<file path="src/rtl/conmutador_baterias.sv">
`default_nettype none
// ============================================================================
//  Module      : conmutador_baterias
//  Description : Debounces the two battery-discharge warnings, selects the
//                battery that powers the load (B1 / B2 / critical FSM),
//                drives a blinking warning LED, an acknowledgeable critical
//                buzzer and a saturating switchover counter.
//  Revision    : 1.0  initial release
// ============================================================================
module conmutador_baterias #(
  parameter int DEBOUNCE_CYCLES   = 4,
  parameter int BLINK_HALF_PERIOD = 8
) (
  input  logic       clk,
  input  logic       rst_n,
  input  logic       advertencia_bateria_1,
  input  logic       advertencia_bateria_2,
  input  logic       ack_alarma,
  output logic       advertencia_estable_1,
  output logic       advertencia_estable_2,
  output logic       bateria_activa,
  output logic       led_alarma,
  output logic       zumbador,
  output logic [7:0] contador_cambios
);

  localparam logic [3:0] C_DEB_LAST   = 4'(DEBOUNCE_CYCLES - 1);
  localparam logic [7:0] C_BLINK_LAST = 8'(BLINK_HALF_PERIOD - 1);

  typedef enum logic [1:0] {
    S_B1   = 2'd0,
    S_B2   = 2'd1,
    S_CRIT = 2'd2
  } state_t;

  // Raw warnings packed by channel: bit 0 = battery 1, bit 1 = battery 2
  logic [1:0] raw_w;
  assign raw_w = {advertencia_bateria_2, advertencia_bateria_1};

  logic [1:0] estable_q;
  logic [3:0] deb_cnt_q [2];

  // Per-channel debounce: a new value must persist DEBOUNCE_CYCLES edges
  always_ff @(posedge clk or negedge rst_n) begin
    if (!rst_n) begin
      estable_q <= 2'b00;
      for (int i = 0; i < 2; i++) begin
        deb_cnt_q[i] <= 4'd0;
      end
    end else begin
      for (int i = 0; i < 2; i++) begin
        if (raw_w[i] != estable_q[i]) begin
          if (deb_cnt_q[i] == C_DEB_LAST) begin
            estable_q[i] <= raw_w[i];
            deb_cnt_q[i] <= 4'd0;
          end else begin
            deb_cnt_q[i] <= deb_cnt_q[i] + 4'd1;
          end
        end else begin
          deb_cnt_q[i] <= 4'd0;
        end
      end
    end
  end

  logic d1_w;
  logic d2_w;
  assign d1_w = estable_q[0];
  assign d2_w = estable_q[1];

  state_t     state_q;
  state_t     state_d;
  logic       silenciado_q;
  logic       silenciado_d;
  logic       switch_w;
  logic       bateria_q;
  logic       zumbador_q;
  logic [7:0] contador_q;

  // Next-state, silence flag and switchover detection from the debounced flags
  always_comb begin
    state_d      = state_q;
    silenciado_d = 1'b0;
    switch_w     = 1'b0;
    case (state_q)
      S_B1: begin
        if (d1_w && d2_w) begin
          state_d = S_CRIT;
        end else if (d1_w) begin
          state_d  = S_B2;
          switch_w = 1'b1;
        end
      end
      S_B2: begin
        if (d1_w && d2_w) begin
          state_d = S_CRIT;
        end else if (d2_w) begin
          state_d  = S_B1;
          switch_w = 1'b1;
        end
      end
      S_CRIT: begin
        // Battery 1 wins when both recover on the same edge
        if (!d1_w) begin
          state_d = S_B1;
        end else if (!d2_w) begin
          state_d = S_B2;
        end else begin
          silenciado_d = silenciado_q | ack_alarma;
        end
      end
      default: state_d = S_B1;
    endcase
  end

  // State register with registered battery select, buzzer and counter
  always_ff @(posedge clk or negedge rst_n) begin
    if (!rst_n) begin
      state_q      <= S_B1;
      silenciado_q <= 1'b0;
      bateria_q    <= 1'b0;
      zumbador_q   <= 1'b0;
      contador_q   <= 8'd0;
    end else begin
      state_q      <= state_d;
      silenciado_q <= silenciado_d;
      zumbador_q   <= (state_d == S_CRIT) && !silenciado_d;
      case (state_d)
        S_B1:    bateria_q <= 1'b0;
        S_B2:    bateria_q <= 1'b1;
        default: bateria_q <= bateria_q;
      endcase
      if (switch_w && (contador_q != 8'hFF)) begin
        contador_q <= contador_q + 8'd1;
      end
    end
  end

  logic       en_w;
  logic       led_q;
  logic       led_activo_q;
  logic [7:0] blink_cnt_q;
  assign en_w = d1_w | d2_w;

  // LED blinker: starts lit, toggles every BLINK_HALF_PERIOD cycles while enabled
  always_ff @(posedge clk or negedge rst_n) begin
    if (!rst_n) begin
      led_q        <= 1'b0;
      led_activo_q <= 1'b0;
      blink_cnt_q  <= 8'd0;
    end else if (!en_w) begin
      led_q        <= 1'b0;
      led_activo_q <= 1'b0;
      blink_cnt_q  <= 8'd0;
    end else if (!led_activo_q) begin
      led_q        <= 1'b1;
      led_activo_q <= 1'b1;
      blink_cnt_q  <= 8'd0;
    end else if (blink_cnt_q == C_BLINK_LAST) begin
      led_q       <= ~led_q;
      blink_cnt_q <= 8'd0;
    end else begin
      blink_cnt_q <= blink_cnt_q + 8'd1;
    end
  end

  assign advertencia_estable_1 = estable_q[0];
  assign advertencia_estable_2 = estable_q[1];
  assign bateria_activa        = bateria_q;
  assign led_alarma            = led_q;
  assign zumbador              = zumbador_q;
  assign contador_cambios      = contador_q;

endmodule
`default_nettype wire

</file>
<file path="config.mk">
export PLATFORM = sky130hd
export DESIGN_NAME = conmutador_baterias
export DESIGN_NICKNAME = d
export VERILOG_FILES = /design/src/rtl/conmutador_baterias.sv
export SDC_FILE = /design/constraint.sdc
export NUM_CORES = 1
export LEC_CHECK = 0
export ABC_AREA = 1
export BUFFER_PORTS_ARGS = -buffer_cell sky130_fd_sc_hd__buf_2
export CORE_UTILIZATION = 50
export DETAILED_ROUTE_END_ITERATION = 16
export MAX_ROUTING_LAYER = met4
export PLACE_DENSITY = 0.66
export SLEW_MARGIN = 20
export SYNTH_ARGS = -nofsm -noshare
export SYNTH_HDL_FRONTEND = slang
export SYNTH_SLANG_ARGS = --single-unit
</file>
<file path="constraint.sdc">
create_clock -name clk -period 3.25 [get_ports clk]
set_input_delay 0 -clock clk [delete_from_list [all_inputs] [get_ports clk]]
set_output_delay 0 -clock clk [all_outputs]
set_load 0.005 [all_outputs]
</file>
==> impl_metrics.csv, run 1 <==
group,metric,value,unit
run_status,status,"finished clean",
setup_path,timing.rr.end,"contador_cambios[5]$_DFFE_PN0P_",
clock_tree,numCtsBuffers,5,
setup_path,worst-path-stages,8,
setup_path,cp_max_fo,10,
setup_path,rr_startpoint,"contador_cambios[0]$_DFFE_PN0P_",
timing,setup_violations,0,
yosys,synth.cell_area,1570,sq um
floorplan,io_pins,18,
clock_tree,clock_sinks,33,
setup_path,crit_buf_inv,1,
layout,finish.utilization,62.5,%
clock_tree,postCtsSetupRepairBufs,0,
timing,hold_viol_final,0,
detailed_routing,routedWlPerCell,10.7,um
setup_path,cp_common_cell,"nand2_1",
global_route,grtUsageTotal,19.9,%
setup_path,r2r_slack,1.92,ns
floorplan,die_area,3370,sq um
timing,min_period,1.33,ns
yosys,yosysWarnings,0,
layout,syn2layout_area_growth,13.6,%
setup_path,rr_worst_depth,8,
pwr,p_int,822,uW
yosys,yosysUniqueCellTypes,19,
timing,worst_pin_slew,0.703,ns
detailed_routing,vias,1252,
setup_path,cp-end-kind,"flop",
detailed_routing,first_iter_violations,65,
floorplan,core_area,2850,sq um
detailed_routing,drc,0,
timing,tns,0,ns
yosys,synth-seq-area-share,52.6,%
pwr,combPwrFrac,35.6,%
timing,rsz0062_at_grt,"false",
place,portBuffers,17,
layout,fin_nets,229,
clock_tree,clkLatencyLatePin,0.32,ns
setup_path,crit_required,3.47,ns
pwr,p_seq_share,48.6,%
detailed_routing,ant_nets,0,
timing,finalMaxSlewViolations,0,
detailed_routing,routed_via_density,4.97,
yosys,syn-num-nets,201,
layout,final_layout_size_suffix_gt1_share,13.1,%
pwr,power.share.clock,15.8,%
setup_path,critical_path_arrival,1.55,ns
timing,fin_crit_sh,40.8,%
global_route,grt_max_degree,34,
timing,final.setup_skew,0.00714,ns
clock_tree,clockBufferDepth,2,
setup_path,crit_chain,"ha_1 -> nand2_1 -> nor2_1 -> nand2_1 -> nand2_4 -> inv_4 -> nand2_1 -> nand2_1",
setup_path,cpPeakStageDelay,0.43,ns
yosys,synth_area_leaders,"dfrtp_1, nand2_1, nor2_1",
pwr,p_switching,530,uW
layout,final_cell_area,1780,sq um
layout,n_antenna_cell,0,
floorplan,die_x,58.0,um
detailed_routing,wirelength,2.70,mm
pwr,power_density,759,nW/um^2
setup_path,start_kind,"flop",
yosys,avgSynthCellArea,8.17,sq um
detailed_routing,first_pass_iters,5,
yosys,synth_top_area_share,52.6,%
yosys,synthesis.instances,192,
global_route,grt_pass1_wl,4.84,mm
pwr,swShare,39.2,%
clock_tree,tritoncts,"yes",
yosys,synth_top_area_cell,"dfrtp_1",
flow_run,drv_cap,0,
timing,slew_headroom,53.1,%
pwr,p_leak,0.944,nW
global_route,overflow,0,
timing,fmax,754,MHz
setup_path,critPathTopFamily,"simple AND/OR/NAND/NOR gates",
place,dpl.hpwl,2.01,mm
global_route,grt_pass1_vias,1195,
pwr,ir_drop,389,uV
setup_path,critPathSlowestCell,"dfrtp_1",
yosys,ys_ff_latch,33,
clock_tree,cts_max_level,2,
place,gp_congestion,0.866,
floorplan,start_util,55.0,%
floorplan,core.rowCount,19,
floorplan,die_h,58.0,um
clock_tree,clockRootBuffer,"clkbuf_4",
pwr,total_power,1.35,mW
layout,instances_no_fill,252,
place,placed_cells,240,
setup_path,critPathKind,"reg -> reg",
global_route,antenna_found_initial,0,
worst_hold_path,hp-class,"in -> async",
place,placed_area,1690,sq um
clock_tree,clk_pin_slew,0.10,ns
-- layout make-up --
class / instances / area (sq um)
tap: 31 / 38.8
fill: 270 / 1070
timing repair buffer: 21 / 125
sequential: 33 / 826
clock buffer: 8 / 48.8
inverter: 20 / 77.6
multi-input combinational: 139 / 666
-- how the worst max path moves through the flow --
stage                                    start                         endpoint  slack (ns)
2_1_floorplan  contador_cambios[0]$_DFFE_PN0P_  contador_cambios[3]$_DFFE_PN0P_        2.05
3_3_place_gp   contador_cambios[0]$_DFFE_PN0P_  contador_cambios[1]$_DFFE_PN0P_        2.02
3_5_place_dp   contador_cambios[0]$_DFFE_PN0P_  contador_cambios[5]$_DFFE_PN0P_        1.94
4_1_cts        contador_cambios[0]$_DFFE_PN0P_  contador_cambios[5]$_DFFE_PN0P_        1.93
5_1_grt        contador_cambios[0]$_DFFE_PN0P_  contador_cambios[3]$_DFFE_PN0P_        1.79
6_report       contador_cambios[0]$_DFFE_PN0P_  contador_cambios[5]$_DFFE_PN0P_        1.92
-- power groups by stage --
stage          clock network (mW)  logic [mW]  registers (mW)
5_1_grt                     0.243       0.571           0.676
4_1_cts                     0.225       0.493           0.656
6_report                    0.214       0.481           0.657
3_3_place_gp                    0       0.472           0.660
3_5_place_dp                    0       0.487           0.664
2_1_floorplan                   0       0.346           0.648
-- worst reg2reg max path: stages (launching register included) --
cell and delay, ns:
dfrtp_1 0.43, ha_1 0.23, nand2_1 0.06, nor2_1 0.08, nand2_1 0.11, nand2_4 0.15
inv_4 0.06, nand2_1 0.05, nand2_1 0.05
-- flip-flops by register name, indices dropped and copies added, names as in the netlist --
register / cells
state_q: 2
led_activo_q: 1
silenciado_q: 1
deb_cnt_q: 8
led_alarma: 1
estable_q: 2
blink_cnt_q: 8
bateria_activa: 1
contador_cambios: 8
zumbador: 1
-- kinds of logic (layout without fill, tap and decap cells) --
logic type	after synthesis	in the layout	share of synthesized area, %
AO/OA/AOI/OAI	11	11	3.51
AND/OR/NAND/NOR	113	113	29.6
adder cells (fa/ha/maj)	4	4	3.19
XOR/XNOR	11	11	6.14
buffers and inverters	20	49	4.94
flip-flops	33	33	52.6
-- metal layers --
layer,global-route usage (%),vias to the layer above,wire [um]
li1,-,653,-
met5,-,-,0
met3,4.69,5,81
met4,10.2,0,40
met1,24.6,577,1310
met2,30.5,17,1270
-- synthesized netlist by cell type --
| library cell | instances |
|---|---|
| a21oi_1 | 5 |
| and2_1 | 2 |
| dfrtp_1 | 33 |
| ha_1 | 4 |
| inv_1 | 17 |
| inv_2 | 2 |
| inv_4 | 1 |
| nand2_1 | 59 |
| nand2_2 | 2 |
| nand2_4 | 1 |
| nand3_1 | 13 |
| nand4_1 | 1 |
| nor2_1 | 33 |
| nor2_2 | 1 |
| nor3_1 | 1 |
| o21ai_0 | 4 |
| o21ai_1 | 2 |
| xnor2_1 | 4 |
| xor2_1 | 7 |
-- per-stage QoR --
step	worst slack [ns]	hold WS, ns
after floorplan	2.05	-0.296
after global placement	2.02	0.0899
after detailed placement	1.94	0.100
after CTS	1.93	0.274
after global routing	1.79	0.306
final	1.92	0.253
-- repair_timing --
item,4_1_cts,5_1_grt
gates resized for setup,0,0
hold endpoints to repair,41,0
setup endpoints to repair,0,0
hold buffers,4,0
-- cell usage in the layout (no fill, tap or decap), types with 2 or more instances in the layout --
cell type	netlist	final
and2_1	2	2
clkbuf_1	0	3
dlygate4sd3_1	0	4
nand2_1	59	59
clkbuf_4	0	5
nor2_1	33	33
nand3_1	13	13
xor2_1	7	7
xnor2_1	4	4
inv_1	17	17
o21ai_0	4	4
inv_2	2	2
ha_1	4	4
o21ai_1	2	2
nand2_2	2	2
a21oi_1	5	5
buf_2	0	17
dfrtp_1	33	33
(Power assumes the default switching activity.)
==> inputs of run 2 (changes only) <==
--- a/config.mk
+++ b/config.mk
@@ -10,7 +10,7 @@
 export CORE_UTILIZATION = 50
 export DETAILED_ROUTE_END_ITERATION = 16
 export MAX_ROUTING_LAYER = met4
-export PLACE_DENSITY = 0.66
+export PLACE_DENSITY = 0.69
 export SLEW_MARGIN = 20
 export SYNTH_ARGS = -nofsm -noshare
 export SYNTH_HDL_FRONTEND = slang
==> constraint.sdc (replaced) <==
create_clock -name clk -period 1.2 [get_ports clk]
set_input_delay 0 -clock clk [delete_from_list [all_inputs] [get_ports clk]]
set_output_delay 0 -clock clk [all_outputs]
set_load 0.005 [all_outputs]
==> impl_metrics.csv, run 2 (synthesis results as in run 1) <==
group,metric,value,unit
floorplan,core_area,2850,sq um
pwr,total_power,3.93,mW
timing,rsz0062_at_grt,"true",
run_status,status,"finished clean",
detailed_routing,first_pass_iters,4,
clock_tree,tritoncts,"yes",
timing,hold_viol_final,0,
detailed_routing,first_iter_violations,66,
clock_tree,clock_sinks,33,
pwr,combPwrFrac,39.8,%
pwr,p_int,2.43,mW
global_route,grt_max_degree,34,
floorplan,die_x,58.0,um
clock_tree,numCtsBuffers,5,
flow_run,drv_cap,0,
timing,finalMaxSlewViolations,0,
layout,syn2layout_area_growth,21.1,%
global_route,antenna_found_initial,0,
setup_path,cpPeakStageDelay,0.37,ns
timing,slew_headroom,73.3,%
timing,min_period,1.20,ns
detailed_routing,vias,1325,
detailed_routing,wirelength,2.83,mm
layout,n_antenna_cell,0,
layout,final_layout_size_suffix_gt1_share,22.5,%
setup_path,cp-end-kind,"flop",
timing,fin_crit_sh,99.8,%
pwr,power_density,2070,nW/um^2
detailed_routing,routedWlPerCell,10.8,um
timing,fmax,835,MHz
layout,final_common_cell,"nand2_1",
worst_hold_path,hp-class,"in -> async",
setup_path,crit_required,1.42,ns
timing,setup_violations,0,
setup_path,critPathSlowestCell,"dfrtp_1",
detailed_routing,routed_via_density,5.06,
pwr,swShare,38.2,%
pwr,power.share.clock,15.4,%
clock_tree,clockRootBuffer,"clkbuf_4",
place,gp_congestion,0.857,
floorplan,core.rowCount,19,
timing,final.setup_skew,0.00528,ns
global_route,overflow,0,
clock_tree,clkLatencyLatePin,0.32,ns
setup_path,critical_path_arrival,1.41,ns
place,portBuffers,17,
floorplan,die_area,3370,sq um
clock_tree,cts_max_level,2,
detailed_routing,drc,0,
layout,nFillCells,242,
layout,layout_common_cells,"nand2_1, dfrtp_1, nor2_1",
setup_path,cp_max_fo,6,
place,dpl.hpwl,2.08,mm
pwr,p_switching,1.50,mW
clock_tree,clk_pin_slew,0.09,ns
layout,fin_nets,240,
pwr,p_seq_share,44.8,%
pwr,p_leak,1.00,nW
pwr,ir_drop,1210,uV
floorplan,die_h,58.0,um
global_route,grtUsageTotal,19.8,%
floorplan,io_pins,18,
clock_tree,clockBufferDepth,2,
setup_path,critPathKind,"reg -> reg",
setup_path,crit_chain,"ha_2 -> nand2_2 -> nor2_2 -> nand2_2 -> nand2_4 -> inv_4 -> nand2_1 -> nand2_1",
timing,worst_pin_slew,0.401,ns
global_route,grt_pass1_vias,1238,
detailed_routing,ant_nets,0,
timing,tns,0,ns
setup_path,start_kind,"flop",
global_route,grt_pass1_wl,4.83,mm
floorplan,start_util,55.0,%
run 2: cell types whose count changed in the layout (fill, tap and decap cells not counted), moves of 3 or more:
cell,delta
buf_4,+9
nand2_1,-3
nand2_2,+4
nor2_1,-3
nor2_2,+3
run 2: power groups by stage:
stage	clock, mW	combinational, mW	sequential [mW]
finish	0.604	1.57	1.76
global route	0.685	1.79	1.81
CTS	0.628	1.56	1.75
detailed placement	0	1.49	1.77
global placement	0	1.44	1.75
floorplan	0	0.941	1.76
run 2: metal layers:
metal,up-vias,global-route usage (%),share of wire (%)
met4,0,8.84,1.6
met1,604,20.5,44
met5,-,-,0
li1,680,-,-
met2,32,34.2,50
met3,9,6.47,4.1
run 2: metrics by stage:
stage | setup slack [ns] | util, % | cell area, sq um | hold WS (ns) | std cells
after floorplan | 0.000941 | - | 1570 | -0.296 | 192
after global routing | -0.0772 | 66.6 | 1900 | 0.253 | 262
after global placement | 0.0393 | 61.5 | 1760 | 0.0398 | 248
final | 0.00210 | 66.6 | 1900 | 0.230 | 262
after CTS | 0.00122 | 65.7 | 1870 | 0.230 | 262
after detailed placement | -0.0197 | 61.5 | 1760 | 0.0459 | 248
run 2: cell type report:
class / instances / area [sq um] / share of cell area (%)
Clock buffer: 7 / 55.1 / 2.90
Multi-Input combinational cell: 140 / 697 / 36.7
Inverter: 20 / 77.6 / 4.08
Timing Repair Buffer: 31 / 204 / 10.7
Sequential cell: 33 / 828 / 43.6
Tap cell: 31 / 38.8 / 2.04
run 2: worst paths after layout:
check | from | to | slack [ns] | cells past startpoint
hold / removal | rst_n | blink_cnt_q[7]$_DFF_PN0_ | 0.23 | 3
setup / recovery | contador_cambios[1]$_DFFE_PN0P_ | contador_cambios[4]$_DFFE_PN0P_ | 0.002 | 8
setup reg to reg | contador_cambios[1]$_DFFE_PN0P_ | contador_cambios[4]$_DFFE_PN0P_ | 0.002 | 8
hold reg to reg | deb_cnt_q[0]$_DFF_PN0_ | deb_cnt_q[0]$_DFF_PN0_ | 0.47 | 1
max in group asynchronous | rst_n | estable_q[0]$_DFFE_PN0P_ | 0.66 | 3
min in group clk | deb_cnt_q[0]$_DFF_PN0_ | deb_cnt_q[0]$_DFF_PN0_ | 0.47 | 1
run 2: timing repair:
item | in CTS | in global routing
pin swaps | 3 | 8
buffers inserted | 2 | 0
setup endpoints to repair | 8 | 13
resized for setup | 1 | 11
cloned | 1 | 0
hold endpoints to repair | 36 | 0
hold buffers | 4 | 0
run 2: critical path, delay by kind of cell (launching register included):
family        cells  cell delay, ns
fa+ha+maj         1            0.21
flops             1            0.37
buf+inv           1            0.05
simple gates      6            0.47
